### config.mk
export PLATFORM = sky130hd
export DESIGN_NAME = dbf_line_seq_flat
export DESIGN_NICKNAME = d
export VERILOG_FILES = /design/src/rtl/dbf_ctrl_pkg.sv /design/src/rtl/dbf_line_seq_if.sv /design/src/rtl/dbf_zone_addr_gen.sv /design/src/rtl/dbf_line_seq.sv /design/src/flat_wrapper.sv
export SDC_FILE = /design/constraint.sdc
export NUM_CORES = 1
export LEC_CHECK = 0
export BUFFER_PORTS_ARGS = -buffer_cell sky130_fd_sc_hd__buf_2
export CAP_MARGIN = 10
export CORE_ASPECT_RATIO = 1.5
export CORE_MARGIN = 3
export CORE_UTILIZATION = 55
export DETAILED_ROUTE_END_ITERATION = 8
export PLACE_DENSITY = 0.83
export SYNTH_ARGS = -nofsm -noshare
export SYNTH_HDL_FRONTEND = slang
export SYNTH_SLANG_ARGS = --single-unit
### constraint.sdc
create_clock -name clk -period 1.8 [get_ports clk]
set_input_delay 0.18 -clock clk [delete_from_list [all_inputs] [get_ports clk]]
set_output_delay 0.18 -clock clk [all_outputs]
set_load 0.05 [all_outputs]
### src/rtl/dbf_ctrl_pkg.sv
// Shared DBF control definitions: sequencer state encoding and default window lengths.
// dbf_ch* and param.h consumers pull window lengths from here so they stay consistent.
package dbf_ctrl_pkg;

    localparam int STATE_WD = 3;

    typedef enum logic [STATE_WD-1:0] {
        ST_IDLE = 3'd0,
        ST_LOAD = 3'd1,
        ST_TX   = 3'd2,
        ST_RX   = 3'd3,
        ST_DONE = 3'd4
    } dbf_state_e;

    localparam int ADDR_WD_DEF    = 10;
    localparam int LUT_DEPTH_DEF  = 1024;
    localparam int TX_CYCLES_DEF  = 64;
    localparam int RX_SAMPLES_DEF = 4096;
    localparam int ZONE_LEN_DEF   = 16;
    localparam int CNT_WD_DEF     = 16;

endpackage

### src/rtl/dbf_line_seq_if.sv
// Host/channel-bank bus of the line sequencer: line control, LUT load handshake, window strobes.
interface dbf_line_seq_if
    import dbf_ctrl_pkg::*;
#(
    parameter int ADDR_WD = ADDR_WD_DEF
);
    logic               line_req;
    logic               lut_load_req;
    logic               lut_wr_valid;
    logic               lut_wr_ready;
    logic               abort;
    logic [ADDR_WD-1:0] dbf_lut_addr;
    logic               dbf_lut_we;
    logic               tx_en;
    logic               start;
    logic               line_busy;
    logic               line_done;

    modport master (
        input  line_req, lut_load_req, lut_wr_valid, abort,
        output lut_wr_ready, dbf_lut_addr, dbf_lut_we, tx_en, start, line_busy, line_done
    );

    modport slave (
        output line_req, lut_load_req, lut_wr_valid, abort,
        input  lut_wr_ready, dbf_lut_addr, dbf_lut_we, tx_en, start, line_busy, line_done
    );
endinterface

### src/rtl/dbf_zone_addr_gen.sv
// Zone counter with a saturating LUT address; ZONE_LEN=1 turns it into a plain write counter.
module dbf_zone_addr_gen
    import dbf_ctrl_pkg::*;
#(
    parameter int ADDR_WD   = ADDR_WD_DEF,
    parameter int CNT_WD    = CNT_WD_DEF,
    parameter int LUT_DEPTH = LUT_DEPTH_DEF,
    parameter int ZONE_LEN  = ZONE_LEN_DEF
) (
    input  logic               clk,
    input  logic               rst_n,
    input  logic               clr,
    input  logic               en,
    output logic [ADDR_WD-1:0] addr
);
    localparam logic [ADDR_WD-1:0] ADDR_MAX = ADDR_WD'(LUT_DEPTH - 1);
    localparam logic [CNT_WD-1:0]  ZONE_MAX = CNT_WD'(ZONE_LEN - 1);

    logic [CNT_WD-1:0]  zone_q, zone_d;
    logic [ADDR_WD-1:0] addr_q, addr_d;

    always_comb begin
        zone_d = zone_q;
        addr_d = addr_q;
        if (clr) begin
            zone_d = '0;
            addr_d = '0;
        end else if (en) begin
            if (zone_q == ZONE_MAX) begin
                zone_d = '0;
                // Hold on the last entry instead of wrapping back to the near field.
                if (addr_q != ADDR_MAX) addr_d = addr_q + 1'b1;
            end else begin
                zone_d = zone_q + 1'b1;
            end
        end
    end

    always_ff @(posedge clk) begin
        if (rst_n) begin
            zone_q <= '0;
            addr_q <= '0;
        end else begin
            zone_q <= zone_d;
            addr_q <= addr_d;
        end
    end

    assign addr = addr_q;
endmodule

### src/rtl/dbf_line_seq.sv
// Per-scan-line sequencer: optional LUT load, transmit window, then receive window with
// dynamic-focus LUT address stepping. Drives the bus shared by all dbf_ch* channels.
module dbf_line_seq
    import dbf_ctrl_pkg::*;
#(
    parameter int ADDR_WD    = ADDR_WD_DEF,
    parameter int LUT_DEPTH  = LUT_DEPTH_DEF,
    parameter int TX_CYCLES  = TX_CYCLES_DEF,
    parameter int RX_SAMPLES = RX_SAMPLES_DEF,
    parameter int ZONE_LEN   = ZONE_LEN_DEF,
    parameter int CNT_WD     = CNT_WD_DEF
) (
    input  logic           clk,
    input  logic           rst_n,
    dbf_line_seq_if.master bus
);
    localparam logic [ADDR_WD-1:0] ADDR_MAX = ADDR_WD'(LUT_DEPTH - 1);
    localparam logic [CNT_WD-1:0]  TX_LAST  = CNT_WD'(TX_CYCLES - 1);
    localparam logic [CNT_WD-1:0]  RX_LAST  = CNT_WD'(RX_SAMPLES - 1);

    dbf_state_e         state_q, state_d;
    logic [CNT_WD-1:0]  cnt_q, cnt_d;
    logic               lut_we;
    logic               load_clr, rx_clr, rx_en;
    logic [ADDR_WD-1:0] load_addr, rx_addr;

    dbf_zone_addr_gen #(
        .ADDR_WD(ADDR_WD), .CNT_WD(CNT_WD), .LUT_DEPTH(LUT_DEPTH), .ZONE_LEN(1)
    ) u_load_addr (
        .clk(clk), .rst_n(rst_n), .clr(load_clr), .en(lut_we), .addr(load_addr)
    );

    dbf_zone_addr_gen #(
        .ADDR_WD(ADDR_WD), .CNT_WD(CNT_WD), .LUT_DEPTH(LUT_DEPTH), .ZONE_LEN(ZONE_LEN)
    ) u_rx_addr (
        .clk(clk), .rst_n(rst_n), .clr(rx_clr), .en(rx_en), .addr(rx_addr)
    );

    always_comb begin
        state_d  = state_q;
        cnt_d    = cnt_q;
        lut_we   = 1'b0;
        load_clr = 1'b1;
        rx_clr   = 1'b1;
        rx_en    = 1'b0;
        unique case (state_q)
            ST_IDLE: begin
                cnt_d = '0;
                if (bus.line_req && !bus.abort)
                    state_d = bus.lut_load_req ? ST_LOAD : ST_TX;
            end
            ST_LOAD: begin
                load_clr = 1'b0;
                if (bus.abort) begin
                    load_clr = 1'b1;
                    state_d  = ST_IDLE;
                end else begin
                    lut_we = bus.lut_wr_valid;
                    if (bus.lut_wr_valid && load_addr == ADDR_MAX) begin
                        load_clr = 1'b1;
                        state_d  = ST_TX;
                    end
                end
            end
            ST_TX: begin
                if (bus.abort) begin
                    cnt_d   = '0;
                    state_d = ST_IDLE;
                end else if (cnt_q == TX_LAST) begin
                    cnt_d   = '0;
                    state_d = ST_RX;
                end else begin
                    cnt_d = cnt_q + 1'b1;
                end
            end
            ST_RX: begin
                rx_clr = bus.abort;
                rx_en  = !bus.abort;
                if (bus.abort) begin
                    cnt_d   = '0;
                    state_d = ST_IDLE;
                end else if (cnt_q == RX_LAST) begin
                    cnt_d   = '0;
                    state_d = ST_DONE;
                end else begin
                    cnt_d = cnt_q + 1'b1;
                end
            end
            ST_DONE: state_d = ST_IDLE;
            default: begin
                cnt_d   = '0;
                state_d = ST_IDLE;
            end
        endcase
    end

    always_ff @(posedge clk) begin
        if (rst_n) begin
            state_q <= ST_IDLE;
            cnt_q   <= '0;
        end else begin
            state_q <= state_d;
            cnt_q   <= cnt_d;
        end
    end

    // Window strobes decode registered state only; ready/we are the combinational handshake.
    assign bus.lut_wr_ready = (state_q == ST_LOAD);
    assign bus.dbf_lut_we   = lut_we;
    assign bus.tx_en        = (state_q == ST_TX);
    assign bus.start        = (state_q == ST_RX);
    assign bus.line_busy    = (state_q != ST_IDLE);
    assign bus.line_done    = (state_q == ST_DONE);
    assign bus.dbf_lut_addr = (state_q == ST_LOAD) ? load_addr :
                              (state_q == ST_RX)   ? rx_addr   : '0;
endmodule

### src/flat_wrapper.sv
// flat-port wrapper written by rule: the top's interface ports become plain ports
module dbf_line_seq_flat import dbf_ctrl_pkg::*;
#(
    parameter int ADDR_WD    = ADDR_WD_DEF,
    parameter int LUT_DEPTH  = LUT_DEPTH_DEF,
    parameter int TX_CYCLES  = TX_CYCLES_DEF,
    parameter int RX_SAMPLES = RX_SAMPLES_DEF,
    parameter int ZONE_LEN   = ZONE_LEN_DEF,
    parameter int CNT_WD     = CNT_WD_DEF
)
  (clk, rst_n, bus_line_req, bus_lut_load_req, bus_lut_wr_valid, bus_abort, bus_lut_wr_ready, bus_dbf_lut_addr, bus_dbf_lut_we, bus_tx_en, bus_start, bus_line_busy, bus_line_done);
  dbf_line_seq_if #(.ADDR_WD(ADDR_WD)) bus_i ();
  input  logic clk;
  input  logic rst_n;
  input wire logic [$bits(bus_i.line_req)-1:0] bus_line_req;
  input wire logic [$bits(bus_i.lut_load_req)-1:0] bus_lut_load_req;
  input wire logic [$bits(bus_i.lut_wr_valid)-1:0] bus_lut_wr_valid;
  input wire logic [$bits(bus_i.abort)-1:0] bus_abort;
  output wire logic [$bits(bus_i.lut_wr_ready)-1:0] bus_lut_wr_ready;
  output wire logic [$bits(bus_i.dbf_lut_addr)-1:0] bus_dbf_lut_addr;
  output wire logic [$bits(bus_i.dbf_lut_we)-1:0] bus_dbf_lut_we;
  output wire logic [$bits(bus_i.tx_en)-1:0] bus_tx_en;
  output wire logic [$bits(bus_i.start)-1:0] bus_start;
  output wire logic [$bits(bus_i.line_busy)-1:0] bus_line_busy;
  output wire logic [$bits(bus_i.line_done)-1:0] bus_line_done;
  assign bus_i.line_req = bus_line_req;
  assign bus_i.lut_load_req = bus_lut_load_req;
  assign bus_i.lut_wr_valid = bus_lut_wr_valid;
  assign bus_i.abort = bus_abort;
  assign bus_lut_wr_ready = bus_i.lut_wr_ready;
  assign bus_dbf_lut_addr = bus_i.dbf_lut_addr;
  assign bus_dbf_lut_we = bus_i.dbf_lut_we;
  assign bus_tx_en = bus_i.tx_en;
  assign bus_start = bus_i.start;
  assign bus_line_busy = bus_i.line_busy;
  assign bus_line_done = bus_i.line_done;
  dbf_line_seq #(.ADDR_WD(ADDR_WD), .LUT_DEPTH(LUT_DEPTH), .TX_CYCLES(TX_CYCLES), .RX_SAMPLES(RX_SAMPLES), .ZONE_LEN(ZONE_LEN), .CNT_WD(CNT_WD)) u_core (.clk(clk), .rst_n(rst_n), .bus(bus_i));
endmodule
==> qor.yml <==
critical_path:
  r2r-start: "u_core.state_q[2]$_SDFFE_PP0P_"
  worst_setup_path_end_kind: "flip-flop"
  worstSetupPathType: "flip-flop to flip-flop"
  cp_max_fo: 5
  crit_start: "u_core.state_q[2]$_SDFFE_PP0P_"
  crit_buf_inv: 1
  critPathTopFamily: "simple AND/OR/NAND/NOR gates"
  start_kind: "flip-flop"
  cp.required_ns: 2.10
  crit_chain: "or4b_4 -> or2_4 -> inv_4 -> nand4_1 -> or3_1 -> a21oi_1"
  crit_arrival_ns: 2.43
  slowest_stage: "or4b_4"
  cpPeakStageDelay_ns: 0.54
sta:
  fin_skew_ns: 0.01357
  finalMaxSlewViolations: 0
  fin_ws_ns: -0.3359
  fmax_ghz: 0.4682
  grt_setup_unrepaired: "yes"
  period_share_pct: 118.7
  period_needed_ns: 2.136
  slew_headroom_pct: 58.91
  setup_viol: 60
  tightestPinTransition_ns: 0.6130
  finalHoldViolations: 0
die:
  die-height_um: 106.0
  rows: 35
  core_region_area_mm2: 0.006306
  ios: 22
  die_w_um: 72.65
  initial_core_util_pct: 58.12
  dieArea_mm2: 0.007699
synthesis:
  netlist_instances: 454
  synth_seq_cells: 71
  synth_top_family_by_area: "simple AND/OR/NAND/NOR gates"
  synth_compound_area_share_pct: 16.59
  ys_seq_area_share_pct: 38.78
  syn_area_per_cell_um2: 8.072
  synth_area_mm2: 0.003665
  synth.distinct_cells: 54
  synth_edf_count: 0
  muxShareOfSynthArea_pct: 0.5463
  yosys.area_share.adder_pct: 2.048
  synth-simple-area-share_pct: 32.43
  synth_flop_cell: "dfxtp_1"
  syn_nets: 466
  async_reset_ff_share_pct: 0
  synth-warning-count: 0
  synth-xor-area-share_pct: 5.975
status:
  status: "finished with violations"
  violations: "negative setup slack"
job:
  maxCapViolations: 0
power_and_ir_drop:
  seqPwrFrac_pct: 43.7
  peakVddDrop_mv: 0.6643
  clkPwrFrac_pct: 33.1
  totalPowerFinal_mw: 3.691
  switching_power_mw: 1.162
  intPower_mw: 2.528
  powerDensity_mw_per_mm2: 696.3
  p_sw_share_pct: 31.50
  comb_power_share_pct: 23.1
  leakagePower_nw: 1.944
routing:
  num_vias: 4374
  wire_per_inst_um: 22.17
  drt_wl_total_mm: 14.10
  first_pass_iters: 5
  drt_iter0_drc: 480
  drc: 0
  drtAntennaViolNets: 0
  routed_via_density: 6.877
global_route:
  grt_most_used_layer: "met2"
  met2_usage_pct: 53.62
  track_usage_pct: 30.32
  grt_use_met1_pct: 30.85
  antenna_found_initial: 0
  grt_use_met3_pct: 6.717
  grt_overflow: 0
  grt_max_degree: 16
  grt_pass1_vias: 4141
  grt_pass1_wl_mm: 18.51
finish:
  mostFrequentLayoutCells: "buf_4 (66), dfxtp_1 (62), nand2_1 (38)"
  syn_to_final_growth_pct: 44.62
  finalInstanceArea_mm2: 0.005300
  diodes: 0
  num-nets-final: 569
  final_util_pct: 84.05
  layout_commonest_cell: "buf_4"
  final_layout_size_suffix_gt1_share_pct: 39.32
cts:
  cts_tree: "done"
  cts_buffers: 9
  clk_pin_slew_ns: 0.09
  root_buffer: "clkbuf_8"
  htreeDepth: 3
  cts.sinks: 71
  clockBufferDepth: 2
  clock_latency_ns: 0.37
placed_design:
  routabilityCongestion: 0.8653
  hpwl_mm: 6.768
  portBuffers: 21
  placed_cell_area_mm2: 0.004354
worst_hold_path:
  worstHoldStart: "bus_lut_load_req"
  holdCritPathClass: "input pin to flip-flop"
-- what timing repair did --
action                     in CTS  in global routing
pin swaps                      21                 51
gates resized for setup        84                 83
cloned                          1                  0
setup endpoints to repair      59                 71
buffers inserted               12                 12
hold buffers                    0                  0
-- metal layers --
layer | up-vias | routed length [um]
met4 | 0 | 1183
met2 | 311 | 7227
li1 | 1864 | -
met3 | 122 | 1060
met1 | 2077 | 4630
met5 | - | 0
-- logic make-up (layout without fill, tap and decap cells) --
logic type	after synthesis	in the layout
AOI/OAI and AO/OA	99	99
xor gates and xnor gates	25	25
adders and majority gates	6	6
buffers and inverters	32	140
DFF	71	71
muxes	2	2
and+or+nand+nor	219	219
-- synthesized netlist by cell type, types with 10 or more instances --
library cell	count	area share [%]
a21oi_1	31	4.2
a22o_1	10	2.4
clkbuf_1	13	1.3
dfxtp_1	71	39
inv_1	12	1.2
nand2_1	39	4.0
nand3_1	27	3.7
nand4_1	17	2.9
nor2_1	43	4.4
nor3_1	14	1.9
nor4_1	10	1.7
o21ai_0	27	3.7
or3_1	18	3.1
xnor2_1	11	2.6
xor2_1	14	3.3
-- cell type report --
| cell class | instances | area (um2) |
|---|---|---|
| tap | 74 | 92.59 |
| timing repair buffer | 111 | 949.7 |
| clock buffer | 13 | 158.9 |
| fill | 320 | 1006 |
| sequential | 71 | 1433 |
| clock inverter | 3 | 17.52 |
| multi-input combinational | 351 | 2597 |
| inverter | 13 | 51.30 |
-- stage by stage --
stage | setup TNS, ns | instances | hold slack, ns | setup WS [ns]
floorplan | -0.1329 | 454 | 0.3998 | -0.04167
global placement | -0.9975 | 601 | 0.4402 | -0.06725
detailed placement | -2.601 | 601 | 0.4565 | -0.1516
CTS | -2.981 | 629 | 0.1554 | -0.1531
global route | -13.86 | 636 | 0.1598 | -0.3584
finish | -10.12 | 636 | 0.1622 | -0.3359
-- sequential cells by signal, indices dropped and copies added (netlist names) --
signal / cells
u_core.cnt_q: 16
u_core.u_load_addr.zone_q: 16
u_core.u_rx_addr.zone_q: 16
u_core.u_load_addr.addr: 10
u_core.u_rx_addr.addr: 10
u_core.state_q: 3
-- worst min-delay path: stages --
cell	delay, ns
buf_2	0.10
a2111oi_2	0.07
nor3_2	0.14
-- power groups by stage --
stage | clock network (mW) | registers, mW | logic, mW
floorplan | 0 | 1.63 | 0.382
global placement | 0 | 1.64 | 0.536
global route | 1.30 | 1.61 | 0.880
finish | 1.22 | 1.61 | 0.854
detailed placement | 0 | 1.64 | 0.553
CTS | 1.19 | 1.61 | 0.696
-- worst paths after layout --
check / end / slack [ns] / depth (start not counted)
worst max-delay path: u_core.u_load_addr.addr[4]$_SDFFE_PP0P_ / -0.34 / 6
worst min-delay path: u_core.state_q[0]$_SDFFE_PP0P_ / 0.16 / 3
worst max register to register: u_core.u_load_addr.addr[4]$_SDFFE_PP0P_ / -0.34 / 6
worst min register to register: u_core.u_rx_addr.zone_q[0]$_SDFFE_PP0P_ / 0.45 / 1
Note: power is estimated with default switching activity, not from simulation.
